`src/rtl/arm_pkg.sv`:
```
// arm_pkg: shared FSM encoding, one-hot phase indices and opcode constants for the sequencer.
package arm_pkg;
  typedef enum logic [2:0] {
    S_FETCH = 3'd0,
    S_EXEC1 = 3'd1,
    S_MEM   = 3'd2,
    S_EXEC2 = 3'd3,
    S_HALT  = 3'd4
  } fsm_e;
  localparam int ST_FETCH = 0;
  localparam int ST_EXEC1 = 1;
  localparam int ST_EXEC2 = 2;
  localparam logic [3:0] OP_LDR = 4'b1110;
  localparam logic [3:0] OP_JMP = 4'b0001;
  localparam logic [15:0] DEF_HALT_WORD = 16'h0FFF;
  function automatic logic [15:0] sext12(input logic [11:0] v);
    return {{4{v[11]}}, v};
  endfunction
endpackage

```
`src/rtl/arm_sequencer.sv`:
```
// arm_sequencer: fetch/execute controller owning the PC, instruction fetch and LDR data-load handshakes.
module arm_sequencer
  import arm_pkg::*;
#(
  parameter logic [15:0] RESET_PC  = 16'h0000,
  parameter logic [15:0] HALT_WORD = DEF_HALT_WORD
) (
  input  logic        clk,
  input  logic        rst_n,
  output logic        imem_req,
  output logic [15:0] imem_addr,
  input  logic        imem_ack,
  input  logic [15:0] imem_rdata,
  input  logic [15:0] rs_data,
  output logic        dmem_req,
  output logic [15:0] dmem_addr,
  input  logic        dmem_ack,
  input  logic [15:0] dmem_rdata,
  output logic [2:0]  state,
  output logic [15:0] inst,
  output logic [15:0] pc,
  output logic [15:0] ld_data,
  output logic        halted,
  output logic [15:0] instr_count
);
  fsm_e fsm_q, fsm_d;
  logic [15:0] pc_q, pc_d, inst_q, inst_d, daddr_q, daddr_d, ld_q, ld_d, cnt_q, cnt_d;
  always_ff @(posedge clk or negedge rst_n) begin
    if (!rst_n) begin
      fsm_q   <= S_FETCH;
      pc_q    <= RESET_PC;
      inst_q  <= '0;
      daddr_q <= '0;
      ld_q    <= '0;
      cnt_q   <= '0;
    end else begin
      fsm_q   <= fsm_d;
      pc_q    <= pc_d;
      inst_q  <= inst_d;
      daddr_q <= daddr_d;
      ld_q    <= ld_d;
      cnt_q   <= cnt_d;
    end
  end
  always_comb begin
    fsm_d   = fsm_q;
    pc_d    = pc_q;
    inst_d  = inst_q;
    daddr_d = daddr_q;
    ld_d    = ld_q;
    cnt_d   = cnt_q;
    case (fsm_q)
      S_FETCH: if (imem_ack) begin
        inst_d = imem_rdata;
        pc_d   = pc_q + 16'd1;
        fsm_d  = (imem_rdata == HALT_WORD) ? S_HALT : S_EXEC1;
      end
      S_EXEC1: if (inst_q[15:12] == OP_LDR) begin
        daddr_d = rs_data;
        fsm_d   = S_MEM;
      end else begin
        // pc already points past the JMP, so step back to make the offset relative to the JMP itself
        pc_d  = (inst_q[15:12] == OP_JMP) ? pc_q - 16'd1 + sext12(inst_q[11:0]) : pc_q;
        cnt_d = cnt_q + 16'd1;
        fsm_d = S_FETCH;
      end
      S_MEM: if (dmem_ack) begin
        ld_d  = dmem_rdata;
        fsm_d = S_EXEC2;
      end
      S_EXEC2: begin
        cnt_d = cnt_q + 16'd1;
        fsm_d = S_FETCH;
      end
      default: ;
    endcase
  end
  always_comb begin
    state           = '0;
    state[ST_FETCH] = fsm_q == S_FETCH;
    state[ST_EXEC1] = fsm_q == S_EXEC1;
    state[ST_EXEC2] = fsm_q == S_EXEC2;
  end
  assign imem_req    = fsm_q == S_FETCH;
  assign dmem_req    = fsm_q == S_MEM;
  assign halted      = fsm_q == S_HALT;
  assign imem_addr   = pc_q;
  assign pc          = pc_q;
  assign inst        = inst_q;
  assign dmem_addr   = daddr_q;
  assign ld_data     = ld_q;
  assign instr_count = cnt_q;
endmodule

```
`config.mk`:
```
export PLATFORM = sky130hd
export DESIGN_NAME = arm_sequencer
export DESIGN_NICKNAME = d
export VERILOG_FILES = /design/src/rtl/arm_pkg.sv /design/src/rtl/arm_sequencer.sv
export SDC_FILE = /design/constraint.sdc
export NUM_CORES = 1
export LEC_CHECK = 0
export ABC_AREA = 1
export BUFFER_PORTS_ARGS = -buffer_cell sky130_fd_sc_hd__buf_4
export CAP_MARGIN = 40
export CORE_ASPECT_RATIO = 2
export CORE_MARGIN = 5
export CORE_UTILIZATION = 55
export CTS_CLUSTER_SIZE = 12
export DETAILED_ROUTE_END_ITERATION = 8
export PLACE_DENSITY = 0.84
export SYNTH_ARGS = -nofsm -noshare
export SYNTH_HDL_FRONTEND = slang
export SYNTH_SLANG_ARGS = --single-unit
```
`constraint.sdc`:
```
create_clock -name clk -period 4.3 [get_ports clk]
set_clock_uncertainty 0.05 [all_clocks]
set_input_delay 0.215 -clock clk [delete_from_list [all_inputs] [get_ports clk]]
set_output_delay 0.215 -clock clk [all_outputs]
set_load 0.03 [all_outputs]
```
==> results.sh <==
export IMPL_run_status="finished clean"
export IMPL_cts_root_buf="clkbuf_16"
export IMPL_rsz0062_at_grt="no"
export IMPL_die_width_um=79.4
export IMPL_timing_final_setup_violations=0
export IMPL_synthArstFlopShare_pct=100
export IMPL_hold_class="input pin to register"
export IMPL_drt_drc_violations_left=0
export IMPL_slew_violations=0
export IMPL_post_cts_resize_count=0
export IMPL_first_global_vias=5242
export IMPL_floorplan_initialDensity_pct=56.5
export IMPL_synthFlopType="dfrtp_1"
export IMPL_worst_path_max_fanout=5
export IMPL_critical_path_startpoint="imem_addr[0]$_DFFE_PN0P_"
export IMPL_floorplan_rows=50
export IMPL_cts_buffers=9
export IMPL_ioPinCount=154
export IMPL_worst_pin_slew_ps=852
export IMPL_post_cts_repair_setup_buffers=0
export IMPL_max_stage_delay_ps=440
export IMPL_clk_pin_slew_ps=60
export IMPL_synthesis_area_sq_um=5300
export IMPL_worst_slew_margin_rel_pct=43.2
export IMPL_setup_reg_to_reg_worst_slack_ps=1800
export IMPL_r2r_cells=16
export IMPL_dp_final_hpwl_mm=12.2
export IMPL_detailedPlace_worstSlack_ps=1880
export IMPL_port_buffer_count=153
export IMPL_die_height_um=149
export IMPL_r2r_start="imem_addr[0]$_DFFE_PN0P_"
export IMPL_synthesis_instances=663
export IMPL_grt_antenna_before_repair=0
export IMPL_wl_per_cell_um=16.9
export IMPL_drt_met1_wl_mm=5.14
export IMPL_grt_start_max_net_pins=68
export IMPL_ff_latch_area_sq_um=2080
export IMPL_antenna_diode_count=0
export IMPL_drt_iter0_markers=306
export IMPL_end_kind="register"
export IMPL_track_usage_pct=26.8
export IMPL_timing_limited_maximum_frequency_mhz=400
export IMPL_syn_num_nets=747
export IMPL_criticalPathCategory="register to register"
export IMPL_drive_gt1_share_pct=27.8
export IMPL_fillcell_total=738
export IMPL_synth_avg_cell_area_sq_um=8.00
export IMPL_mostFrequentLayoutCell="buf_4"
export IMPL_synth_enable_flop_cells=0
export IMPL_required_time_worst_endpoint_ps=4430
export IMPL_finalNetCount=886
export IMPL_areaGrowthSynthToFinish_pct=26.3
export IMPL_power_leakage_nw=3.66
export IMPL_finalWirelength_mm=15.4
export IMPL_min_period_over_period_pct=58.1
export IMPL_least_setup_slack_across_all_paths_after_layout_ps=1800
export IMPL_aggregate_global_routing_overflow=0
export IMPL_power_density_cell_area_nw_per_um2=238
export IMPL_antenna_left=0
export IMPL_die_area_sq_um=11800
export IMPL_gpl_final_weighted_congestion=0.951
export IMPL_cp_data_arrival_time_ps=2630
export IMPL_timing_rr_end="imem_addr[9]$_DFFE_PN0P_"
export IMPL_route_detailed_vias_per_inst=5.52
export IMPL_routed_length_on_met3_um=943
export IMPL_cpMostUsedCell="nand2_1"
export IMPL_top_layer_used="met4"
export IMPL_final_core_util_pct=71.4
export IMPL_crit_path_start_kind="register"
export IMPL_timing_critical_path_slowest_stage_cell="dfrtp_1"
export IMPL_vias=5028
export IMPL_timing_critical_path_cells="inv_1 > ha_1 > inv_1 > ha_1 > inv_1 > fa_1 > inv_1 > nand3_1 > nand3_1 > nand2_1 > nand2_1 > nand2_1 > nand3_1 > nand2_1 > nand2_1 > o21ai_0"
export IMPL_yosysUniqueCellTypes=34
export IMPL_ctsHtreeMaxLevel=3
export IMPL_yosys_register_bits=83
export IMPL_synth_sequential_area_ratio_pct=39.2
export IMPL_grt_pass1_wl_mm=24.7
export IMPL_final_critical_path_required_period_ps=2500
export IMPL_wl_met2_mm=8.54
export IMPL_core_area_sq_um=9380
export IMPL_multi_input_area_sq_um=2560
export IMPL_tns_ps=0
export IMPL_tritoncts="yes"
export IMPL_clkSinkCount=83
export IMPL_timing_final_hold_violations=0
export IMPL_endpoint="imem_addr[9]$_DFFE_PN0P_"
export IMPL_final_instance_count_excl_fill=911
export IMPL_ys_warnings_count=0
export IMPL_layout_cells_most_common_list="154 x buf_4, 148 x nand2_1, 118 x inv_1, 83 x dfrtp_1, 59 x nor2_1"
export IMPL_vdd_ir_drop_max_mv=0.249
export IMPL_clk_path_buf_depth=2
export IMPL_max_cap_viol_count=0
export IMPL_firstDrtPassIters=5
export IMPL_clkLatencyLatePin_ps=340
export IMPL_place_detailed_instances=894
metal layers:
layer | vias to the layer above | GRT usage [%]
li1 | 2348 | -
met1 | 2396 | 26.2
met2 | 224 | 50.3
met3 | 60 | 5.93
met4 | 0 | 15.0
met5 | - | 0
critical path: cells and delay by family (launching register included):
family	cells	cell delay [ps]
fa+ha+maj	3	810
simple gates	8	590
flops	1	440
buf+inv	4	360
compound gates	1	80
where the power goes:
group	switching (W)	total, W	leakage [nW]	internal (W)
registers	0.00000407	0.000793	1.01	0.000788
logic	0.0000469	0.0000948	2.52	0.0000479
clock network	0.000318	0.000710	0.128	0.000391
Yosys cell counts (3+ instances only):
master	instances	area (sq um)
a21oi_1	32	160
a22oi_1	4	30.0
buf_4	21	158
clkbuf_1	3	11.3
dfrtp_1	83	2080
ha_1	31	388
inv_1	118	443
inv_2	4	15.0
mux2_2	34	383
nand2_1	148	556
nand2_2	3	18.8
nand2_4	5	56.3
nand3_1	32	160
nand4_1	11	68.8
nor2_1	59	221
nor2_4	3	33.8
nor3_1	3	15.0
nor4_1	3	18.8
o21ai_0	22	110
o21ai_1	3	15.0
xnor2_1	8	70.1
xor2_1	17	149
cell type report:
cell class	count	area share [%]
clock buffers	10	3.42
clock inverters	6	0.635
multi-input cells	429	38.3
flip-flops and latches	83	31.0
inverters	123	6.91
repair buffers	156	17.8
well taps	104	1.94
what timing repair did:
item,CTS,global route
setup endpoints to repair,0,0
endpoints found under the hold margin,16,0
hold buffers,1,0
how the worst min path moves through the flow:
stage,start,endpoint,cells past startpoint
floorplan,rst_n,dmem_addr[0]$_DFFE_PN0P_,0
global placement,rs_data[4],dmem_addr[4]$_DFFE_PN0P_,2
detailed placement,rst_n,dmem_addr[2]$_DFFE_PN0P_,1
CTS,rs_data[4],dmem_addr[4]$_DFFE_PN0P_,2
global route,rs_data[4],dmem_addr[4]$_DFFE_PN0P_,2
finish,rs_data[4],dmem_addr[4]$_DFFE_PN0P_,2
registers in the layout, summed over array words and instances (netlist names):
register / count
inst: 16
imem_addr: 16
dmem_addr: 16
instr_count: 16
fsm_q: 3
ld_data: 16
per-stage QoR:
stage	total power, W	cell area [sq um]	hold slack [ps]
after CTS	0.00161	6700	32.8
after global placement	0.000896	6390	381
after global routing	0.00166	6700	31.6
after floorplan	0.000831	5300	-131
after detailed placement	0.000903	6420	51.0
final	0.00160	6700	44.4
cells by family (layout without fill, tap and decap cells):
family                     Yosys count  after routing  synth area share (%)
and+or+nand+nor                    273            273                  22.7
buffers and inverters              151            295                  12.5
DFF                                 83             83                  39.2
AOI/OAI and AO/OA                   64             64                  6.39
muxes                               35             35                  7.43
adders and majority gates           32             32                  7.69
xor gates and xnor gates            25             25                  4.13
Power figures use the tool's default switching activity.
